--- config.mk ---
export PLATFORM = sky130hd
export DESIGN_NAME = endscreen_sequencer
export DESIGN_NICKNAME = d
export VERILOG_FILES = /design/src/rtl/endscreen_sequencer.sv
export SDC_FILE = /design/constraint.sdc
export NUM_CORES = 1
export LEC_CHECK = 0
export ABC_AREA = 0
export CAP_MARGIN = 20
export CORE_UTILIZATION = 50
export CTS_CLUSTER_DIAMETER = 60
export CTS_CLUSTER_SIZE = 12
export DETAILED_ROUTE_END_ITERATION = 10
export PLACE_DENSITY = 0.86
export SETUP_SLACK_MARGIN = 0.5
export SYNTH_ARGS = -nofsm -noshare
export SYNTH_HDL_FRONTEND = slang
export SYNTH_SLANG_ARGS = --single-unit
--- constraint.sdc ---
create_clock -name clk -period 2.3 [get_ports clk]
set_input_delay 0.345 -clock clk [delete_from_list [all_inputs] [get_ports clk]]
set_output_delay 0.345 -clock clk [all_outputs]
set_load 0.01 [all_outputs]
--- src/rtl/endscreen_sequencer.sv ---
// End-of-game overlay sequencer: latches the outcome, freezes gameplay, and drives
// centred, pixel-scaled ROM addresses plus a restart pulse once the hold time has elapsed.
module endscreen_sequencer #(
  parameter int WIDTH       = 96,
  parameter int HEIGHT      = 72,
  parameter int SCALE_SH    = 2,
  parameter int H_ACTIVE    = 640,
  parameter int V_ACTIVE    = 480,
  parameter int HOLD_FRAMES = 180
) (
  input  logic        clk,
  input  logic        reset,
  input  logic [9:0]  x,
  input  logic [8:0]  y,
  input  logic        gamewin,
  input  logic        gamelose,
  input  logic        start_btn,
  output logic [12:0] rom_addr,
  output logic        overlay_en,
  output logic [1:0]  screen_sel,
  output logic        game_freeze,
  output logic        game_restart,
  output logic [1:0]  state
);

  localparam int X0 = (H_ACTIVE - (WIDTH  << SCALE_SH)) / 2;
  localparam int Y0 = (V_ACTIVE - (HEIGHT << SCALE_SH)) / 2;
  localparam int X1 = X0 + (WIDTH  << SCALE_SH);
  localparam int Y1 = Y0 + (HEIGHT << SCALE_SH);
  localparam int CW = $clog2(HOLD_FRAMES + 1);

  localparam logic [9:0]    X0L   = 10'(X0);
  localparam logic [9:0]    X1L   = 10'(X1);
  localparam logic [8:0]    Y0L   = 9'(Y0);
  localparam logic [8:0]    Y1L   = 9'(Y1);
  localparam logic [CW-1:0] HOLDL = CW'(HOLD_FRAMES);

  typedef enum logic [1:0] {
    PLAY    = 2'd0,
    WIN     = 2'd1,
    LOSE    = 2'd2,
    RESTART = 2'd3
  } state_t;

  state_t        cur, nxt;
  logic [CW-1:0] frames, frames_next;
  logic          tick;
  logic          showing;
  logic          in_win;
  logic [9:0]    dx;
  logic [8:0]    dy;
  logic [6:0]    col;
  logic [6:0]    row;
  logic [12:0]   addr;
  logic          en1;
  logic [1:0]    sel1;
  logic [1:0]    sel_now;

  assign tick    = (x == 10'd0) && (y == 9'd0);
  assign showing = (cur == WIN) || (cur == LOSE);
  assign in_win  = (x >= X0L) && (x < X1L) && (y >= Y0L) && (y < Y1L);
  assign dx      = x - X0L;
  assign dy      = y - Y0L;
  assign col     = 7'(dx >> SCALE_SH);
  assign row     = 7'(dy >> SCALE_SH);
  assign addr    = 13'(row) * 13'(WIDTH) + 13'(col);
  assign sel_now = (cur == WIN) ? 2'd1 : ((cur == LOSE) ? 2'd2 : 2'd0);
  assign state   = cur;

  // Outcome is latched on leaving PLAY; the hold counter only runs while a screen is shown.
  always_comb begin
    nxt         = cur;
    frames_next = frames;
    case (cur)
      PLAY: begin
        frames_next = '0;
        if (gamewin)       nxt = WIN;
        else if (gamelose) nxt = LOSE;
      end
      WIN, LOSE: begin
        if ((frames == HOLDL) && start_btn) nxt = RESTART;
        if (tick && (frames < HOLDL))       frames_next = frames + CW'(1);
      end
      RESTART: begin
        frames_next = '0;
        nxt         = PLAY;
      end
      default: nxt = PLAY;
    endcase
  end

  // Address stage then a second stage so overlay_en/screen_sel line up with ROM q.
  always_ff @(posedge clk or negedge reset) begin
    if (!reset) begin
      cur          <= PLAY;
      frames       <= '0;
      game_freeze  <= 1'b0;
      game_restart <= 1'b0;
      rom_addr     <= '0;
      en1          <= 1'b0;
      sel1         <= '0;
      overlay_en   <= 1'b0;
      screen_sel   <= '0;
    end else begin
      cur          <= nxt;
      frames       <= frames_next;
      game_freeze  <= (nxt != PLAY);
      game_restart <= (nxt == RESTART);
      rom_addr     <= (showing && in_win) ? addr : 13'd0;
      en1          <= showing && in_win;
      sel1         <= sel_now;
      overlay_en   <= en1 && (nxt != RESTART);
      screen_sel   <= sel1;
    end
  end

endmodule
==> results of run 1 <==
[report_power, final]
group          leakage, uW  internal (uW)  switching [uW]
clock            0.0000470            234             196
combinational      0.00102            573             624
sequential        0.000420            645            48.2
[per-layer routing]
metal / part of all wire / wire [um] / up-vias
li1: - / - / 880
met1: 0.34 / 2710 / 1016
met2: 0.49 / 3900 / 190
met3: 0.089 / 709 / 64
met4: 0.081 / 642 / 0
met5: 0 / 0 / -
[logic make-up (layout without fill, tap and decap cells)]
logic type                 Yosys count  in the layout  synth area share
muxes                                1              1           0.00537
adders and majority gates           18             18             0.129
xor gates and xnor gates            13             13            0.0611
DFF                                 31             31             0.416
AOI/OAI and AO/OA                   36             36             0.128
buffers and inverters               23            126            0.0477
and+or+nand+nor                     66             66             0.212
[flip-flops by register name (all words and copies together) (netlist names)]
| register | flops |
|---|---|
| frames | 8 |
| game_restart | 1 |
| sel1 | 2 |
| screen_sel | 2 |
| state | 2 |
| rom_addr | 13 |
| en1 | 1 |
| overlay_en | 1 |
| game_freeze | 1 |
[what timing repair did]
item,4_1_cts,5_1_grt
pin swaps,22,15
setup buffers,9,6
setup endpoints to repair,18,14
gates resized for setup,80,29
[cell type report]
cell class,instances,area (um^2),area share
multi-input combinational,134,1350,0.419
timing repair buffer,98,863,0.268
sequential,31,777,0.241
inverter,21,85.1,0.0264
clock buffer,6,82.6,0.0257
tap,46,57.6,0.0179
clock inverter,1,5.00,0.00156
[stage by stage]
step,TNS (ns),utilization
final,-0.258,0.935
after global routing,-0.255,0.935
after CTS,0,0.881
after detailed placement,-3.61,0.786
after global placement,-2.84,0.786
after floorplan,-0.0869,-
[how the worst max path moves through the flow]
| stage | end | slack, ns | from |
|---|---|---|---|
| 2_1_floorplan | rom_addr[11]$_DFF_PN0_ | -0.09 | y[5] |
| 3_3_place_gp | rom_addr[11]$_DFF_PN0_ | -0.62 | y[5] |
| 3_5_place_dp | rom_addr[11]$_DFF_PN0_ | -0.74 | y[5] |
| 4_1_cts | rom_addr[11]$_DFF_PN0_ | 0.06 | y[6] |
| 5_1_grt | rom_addr[11]$_DFF_PN0_ | -0.17 | y[6] |
| 6_report | rom_addr[11]$_DFF_PN0_ | -0.16 | y[6] |
[critical path: stages]
cell and delay [ns]:
buf_8 0.11, buf_6 0.12, ha_4 0.27, inv_1 0.06, ha_4 0.27, buf_4 0.14
nor2_1 0.08, a222oi_1 0.35, o2111ai_1 0.24, or4_1 0.53, a21oi_2 0.16
[synthesized netlist by cell type, types with 4 or more instances]
library cell  number
nor3b_1            4
nor2b_1            4
ha_1              16
nor4_1             4
o31ai_1            6
dfrtp_1           31
xor2_1             5
xnor2_1            8
a21oi_1           14
inv_1             21
nor2_1            12
and3_1            11
nand2_1            7
==> run metrics, run 1 <==
Syn Std Cell Area 0.00186 mm^2; Die ar. 0.00397 mm^2; Detail Route Antenna Nets 0; reg2reg end frames[6]$_DFFE_PN0P_; status complete, but fails checks; crit path max fanout 4; 1st-pass router iterations 5; Wirelength per Cell 23.6 um; Initial DRC Count 210; Max VDD drop 0.000352 V; vias in the first global route 2100; drt total wl 7960 um; Boundary Pins 44; Post-synth EDFFs 0; initial antenna violation count 0; placed cell count 315; Peak Freq 0.406 GHz; core area 0.00344 mm^2; Horiz. Die Dim 63.0 um; share of the synthesized area in the top cell type 0.416; cell area after layout 0.00322 mm^2; hold_sp sel1[1]$_DFF_PN0_; CTS max path bufs 2; Async SR Flop Fraction 1.00; H-tree levels 2; TritonCTS buffer count 5; initial core utilization 0.541; synth unique cells 41; GR peak layer met2; hold crit path type reg2reg; Rows 21; synthesized area per cell 9.91 um^2; WHS 0.352 ns; clock tree sinks 31; Critical Path Source Type input pin; dpl cell area 0.00271 mm^2; Worst EP required 2.51 ns; final clock skew 0.00797 ns; Final Setup Violations 2; CTS clock-pin slew for the worst setup and hold paths 0.06 ns; fin nets 333; residual DRC count 0; Synth Warn # 0; Max Cap Viol 0; Reg2Reg Launch Point frames[2]$_DFFE_PN0P_; worst slew pin tran 0.566 ns; worst reg2reg path depth 5; WHS Endpoint screen_sel[1]$_DFF_PN0_; P&R area growth vs syn 72.7%; worst rel slew slack 0.618; RSZ-0062 raised after global routing yes; number of diodes 0; largest net degree at the start of global routing 32; min cycle time layout 2.46 ns; Leak 0.00148 uW; share of layout cells above drive strength 1 0.402; gr usage total 0.329; # hold bufs at CTS 0; WHS Path Cells 0; Post-Syn Instances 188; filler cell count 111; R2R setup slack 0.11 ns; DP HPWL 3830 um; prevailing post-synth register cell dfrtp_1; GP Congestion 0.870; via count 2150; WS Path Type in2reg; commonest non-fill, non-tap cell in the layout buf_4; fin cells 337; syn_nets 230; worst setup margin -0.164 ns; met3 global-route usage 0.0620; Global Route met1 Usage 0.362; CTS tree built; final hold vios 0; cell type with the largest total area after synthesis dfrtp_1; first-pass GRT wire length 9930 um; vias per inst 6.38; sequential area share after synthesis 0.416; PD cells 721 mW/mm^2; pre-CTS WS -0.737 ns; WP data arrival 2.67 ns; failing checks setup timing; Design Power 2320 uW; clk root buf clkbuf_8; Crit. End Element flop; Slew Viols, Final 0; met2 usage 0.590; grt total ovfl 0; top post-synthesis cells by area dfrtp_1 (42%), ha_1 (11%), inv_1 (4.2%), a21oi_1 (3.8%), xnor2_1 (3.8%); most frequent cells in the layout buf_4 (49), dfrtp_1 (30), clkdlybuf4s50_1 (25); Worst-Skew Late Latency 0.28 ns; Synth Register Bits 31; port bufs 43; fin crit share 1.07; Chip Height 63.0 um
Power figures use the tool's default switching activity.
==> run 2, diff against run 1 <==
--- a/config.mk
+++ b/config.mk
@@ -7,12 +7,14 @@
 export LEC_CHECK = 0
 export ABC_AREA = 0
 export CAP_MARGIN = 20
-export CORE_UTILIZATION = 50
+export CELL_PAD_IN_SITES_DETAIL_PLACEMENT = 2
+export CELL_PAD_IN_SITES_GLOBAL_PLACEMENT = 2
+export CORE_UTILIZATION = 30
 export CTS_CLUSTER_DIAMETER = 60
 export CTS_CLUSTER_SIZE = 12
 export DETAILED_ROUTE_END_ITERATION = 10
-export PLACE_DENSITY = 0.86
-export SETUP_SLACK_MARGIN = 0.5
+export PLACE_DENSITY = 0.84
+export SETUP_SLACK_MARGIN = 0.4
 export SYNTH_ARGS = -nofsm -noshare
 export SYNTH_HDL_FRONTEND = slang
 export SYNTH_SLANG_ARGS = --single-unit
==> run 2 against run 1 <==
The flow still finishes with violations (setup timing). Via count fell by 5.0%. Fmax rose by 3.6%. Routed wire length rose by 22%. Worst hold slack improved by 0.0034 ns. Sequential power rose by 1%. Power rose by 3.4%. Register-to-register slack improved by 0.10 ns. Sequential cell count did not move. Non-clock buffer count rose by 7. Critical path depth did not move. Clock power rose by 3%. Cell area rose by 6.0%. Critical path type unchanged. Largest cell class unchanged.
==> run metrics, run 2 (same netlist as run 1, synthesis figures left out) <==
Rows 28 (was 21); Critical Path Source Type input pin (unchanged); vias per inst 5.46 (was 6.38); number of diodes 0 (unchanged); share of layout cells above drive strength 1 0.492 (was 0.402); Top reg by flops rom_addr (unchanged); grt total ovfl 0 (unchanged); H-tree levels 2 (unchanged); Power Internal 1450 uW (about the same); Worst-Skew Late Latency 0.30 ns (was 0.28 ns); initial antenna violation count 0 (unchanged); PD cells 704 mW/mm^2 (was 721 mW/mm^2); residual DRC count 0 (unchanged); filler cell count 590 (was 111); DP HPWL 5340 um (was 3830 um); Horiz. Die Dim 80.8 um (was 63.0 um); Crit. End Element flop (unchanged); worst reg2reg path depth 5 (unchanged); WP data arrival 2.59 ns (was 2.67 ns); Flop pwr share 0.293 (was 0.299); Slew Viols, Final 0 (unchanged); critical path buffer and inverter count 4 (unchanged); largest registers rom_addr (13), frames (8) (unchanged); final hold vios 0 (unchanged); slowest cell delay on critical path 0.49 ns (was 0.53 ns); worst setup margin -0.0797 ns (was -0.164 ns); Sw Ratio 0.397 (was 0.374); Most Frequent Cell on Critical Path ha_4 (unchanged); CP delay by family, top compound AO/OA/AOI/OAI gates (unchanged); Reg2Reg Launch Point frames[2]$_DFFE_PN0P_ (unchanged); core area 0.00596 mm^2 (was 0.00344 mm^2); CTS max path bufs 2 (unchanged); worst slew pin tran 0.538 ns (was 0.566 ns); via count 2042 (was 2150); post-route core utilization 0.573 (was 0.935); GP Congestion 0.781 (was 0.870); commonest non-fill, non-tap cell in the layout buf_4 (unchanged); CTS clock-pin slew for the worst setup and hold paths 0.07 ns (was 0.06 ns); Max VDD drop 0.000598 V (was 0.000352 V); Largest register FFs 13 (unchanged); crit path max fanout 4 (unchanged); drt total wl 9740 um (was 7960 um); Detail Route Antenna Nets 0 (unchanged); # hold bufs at CTS 0 (unchanged); reg2reg end frames[6]$_DFFE_PN0P_ (unchanged); clk root buf clkbuf_8 (unchanged); TritonCTS buffer count 5 (unchanged); hold crit path type reg2reg (unchanged); gr usage total 0.260 (was 0.329); WHS 0.356 ns (was 0.352 ns); first-pass GRT wire length 12200 um (was 9930 um); Leak 0.00152 uW (was 0.00148 uW); fin crit share 1.03 (was 1.07); RSZ-0062 raised after global routing yes (unchanged); failing checks setup timing (unchanged); clock share of power 0.185 (about the same); pre-CTS WS -0.847 ns (was -0.737 ns); Final Setup Violations 2 (unchanged); CTS tree built (unchanged); combinational power share 0.522 (was 0.516); R2R setup slack 0.21 ns (was 0.11 ns); WHS Endpoint screen_sel[0]$_DFF_PN0_ (was screen_sel[1]$_DFF_PN0_); WS Path Type in2reg (unchanged); 1st-pass router iterations 5 (unchanged); Die ar. 0.00653 mm^2 (was 0.00397 mm^2); largest net degree at the start of global routing 32 (unchanged); worst rel slew slack 0.637 (was 0.618); WHS Path Cells 0 (unchanged); Initial DRC Count 48 (was 210); min cycle time layout 2.38 ns (was 2.46 ns); setup TNS -0.0908 ns (was -0.258 ns); critical path's slowest cell or4_1 (unchanged); Net Sw Power 952 uW (was 868 uW); hold_sp sel1[0]$_DFF_PN0_ (was sel1[1]$_DFF_PN0_); port bufs 43 (unchanged); Wirelength per Cell 26.1 um (was 23.6 um); Chip Height 80.8 um (was 63.0 um); Worst EP required 2.51 ns (about the same); most frequent cells in the layout buf_4 (55), dfrtp_1 (29), clkdlybuf4s50_1 (26) (was buf_4 (49), dfrtp_1 (30), clkdlybuf4s50_1 (25)); Max Cap Viol 0 (unchanged); initial core utilization 0.313 (was 0.541); final clock skew 0.0138 ns (was 0.00797 ns); critical path cell sequence buf_8 -> buf_6 -> ha_4 -> inv_4 -> ha_4 -> buf_4 -> nor2_1 -> a222oi_1 -> o2111ai_1 -> or4_1 -> a21oi_2 (was buf_8 -> buf_6 -> ha_4 -> inv_1 -> ha_4 -> buf_4 -> nor2_1 -> a222oi_1 -> o2111ai_1 -> or4_1 -> a21oi_2); Boundary Pins 44 (unchanged); Peak Freq 0.420 GHz (was 0.406 GHz); status complete, but fails checks (unchanged); clock tree sinks 31 (unchanged); fin nets 340 (was 333); P&R area growth vs syn 83.1% (was 72.7%); vias in the first global route 2315 (was 2100)
run 2: routing by layer:
layer / track usage / share of wire / vias to the layer above
met2: 0.516 / 0.56 / 83
met5: 0 / 0 / -
met3: 0.0360 / 0.037 / 32
li1: - / - / 895
met1: 0.273 / 0.37 / 1032
met4: 0.0911 / 0.033 / 0
run 2: worst max-delay path by stage:
stage | startpoint | end | depth (start not counted)
6_report | y[6] | rom_addr[11]$_DFF_PN0_ | 11
5_1_grt | y[7] | rom_addr[11]$_DFF_PN0_ | 9
4_1_cts | y[6] | rom_addr[11]$_DFF_PN0_ | 10
3_5_place_dp | y[5] | rom_addr[11]$_DFF_PN0_ | 9
3_3_place_gp | y[5] | rom_addr[11]$_DFF_PN0_ | 9
2_1_floorplan | y[5] | rom_addr[11]$_DFF_PN0_ | 9
run 2: power by group through the flow:
stage	registers, uW	logic (uW)	clock network [uW]
6_report	703	1250	444
5_1_grt	714	1320	473
4_1_cts	697	951	426
3_5_place_dp	705	846	0
3_3_place_gp	698	793	0
2_1_floorplan	734	353	0
run 2: worst reg2reg max path, delay by kind of cell (launching register included):
kind | cells | cell delay (ns)
AOI/OAI and AO/OA | 3 | 0.63
DFF | 1 | 0.39
and+or+nand+nor | 2 | 0.99
run 2: timing repair:
item                                    CTS  global route
pin swaps                                26            16
setup buffers                             7            10
endpoints found under the setup margin   15            13
resized for setup                        87            48
run 2: through the flow:
step / total power (uW) / std cells / instance area, um^2
global placement: 1490 / 349 / 2770
detailed placement: 1550 / 349 / 2770
finish: 2400 / 374 / 3410
CTS: 2070 / 364 / 3130
global route: 2510 / 374 / 3410
floorplan: 1090 / 188 / 1930
run 2: final cells by class:
| cell class | instances | area, um^2 | share of cell area |
|---|---|---|---|
| clock buffers | 5 | 68.8 | 0.0202 |
| clock inverters | 3 | 15.0 | 0.00440 |
| inverters | 21 | 90.1 | 0.0264 |
| multi-input cells | 134 | 1450 | 0.424 |
| flip-flops and latches | 31 | 778 | 0.228 |
| well taps | 75 | 93.8 | 0.0275 |
| repair buffers | 105 | 917 | 0.269 |
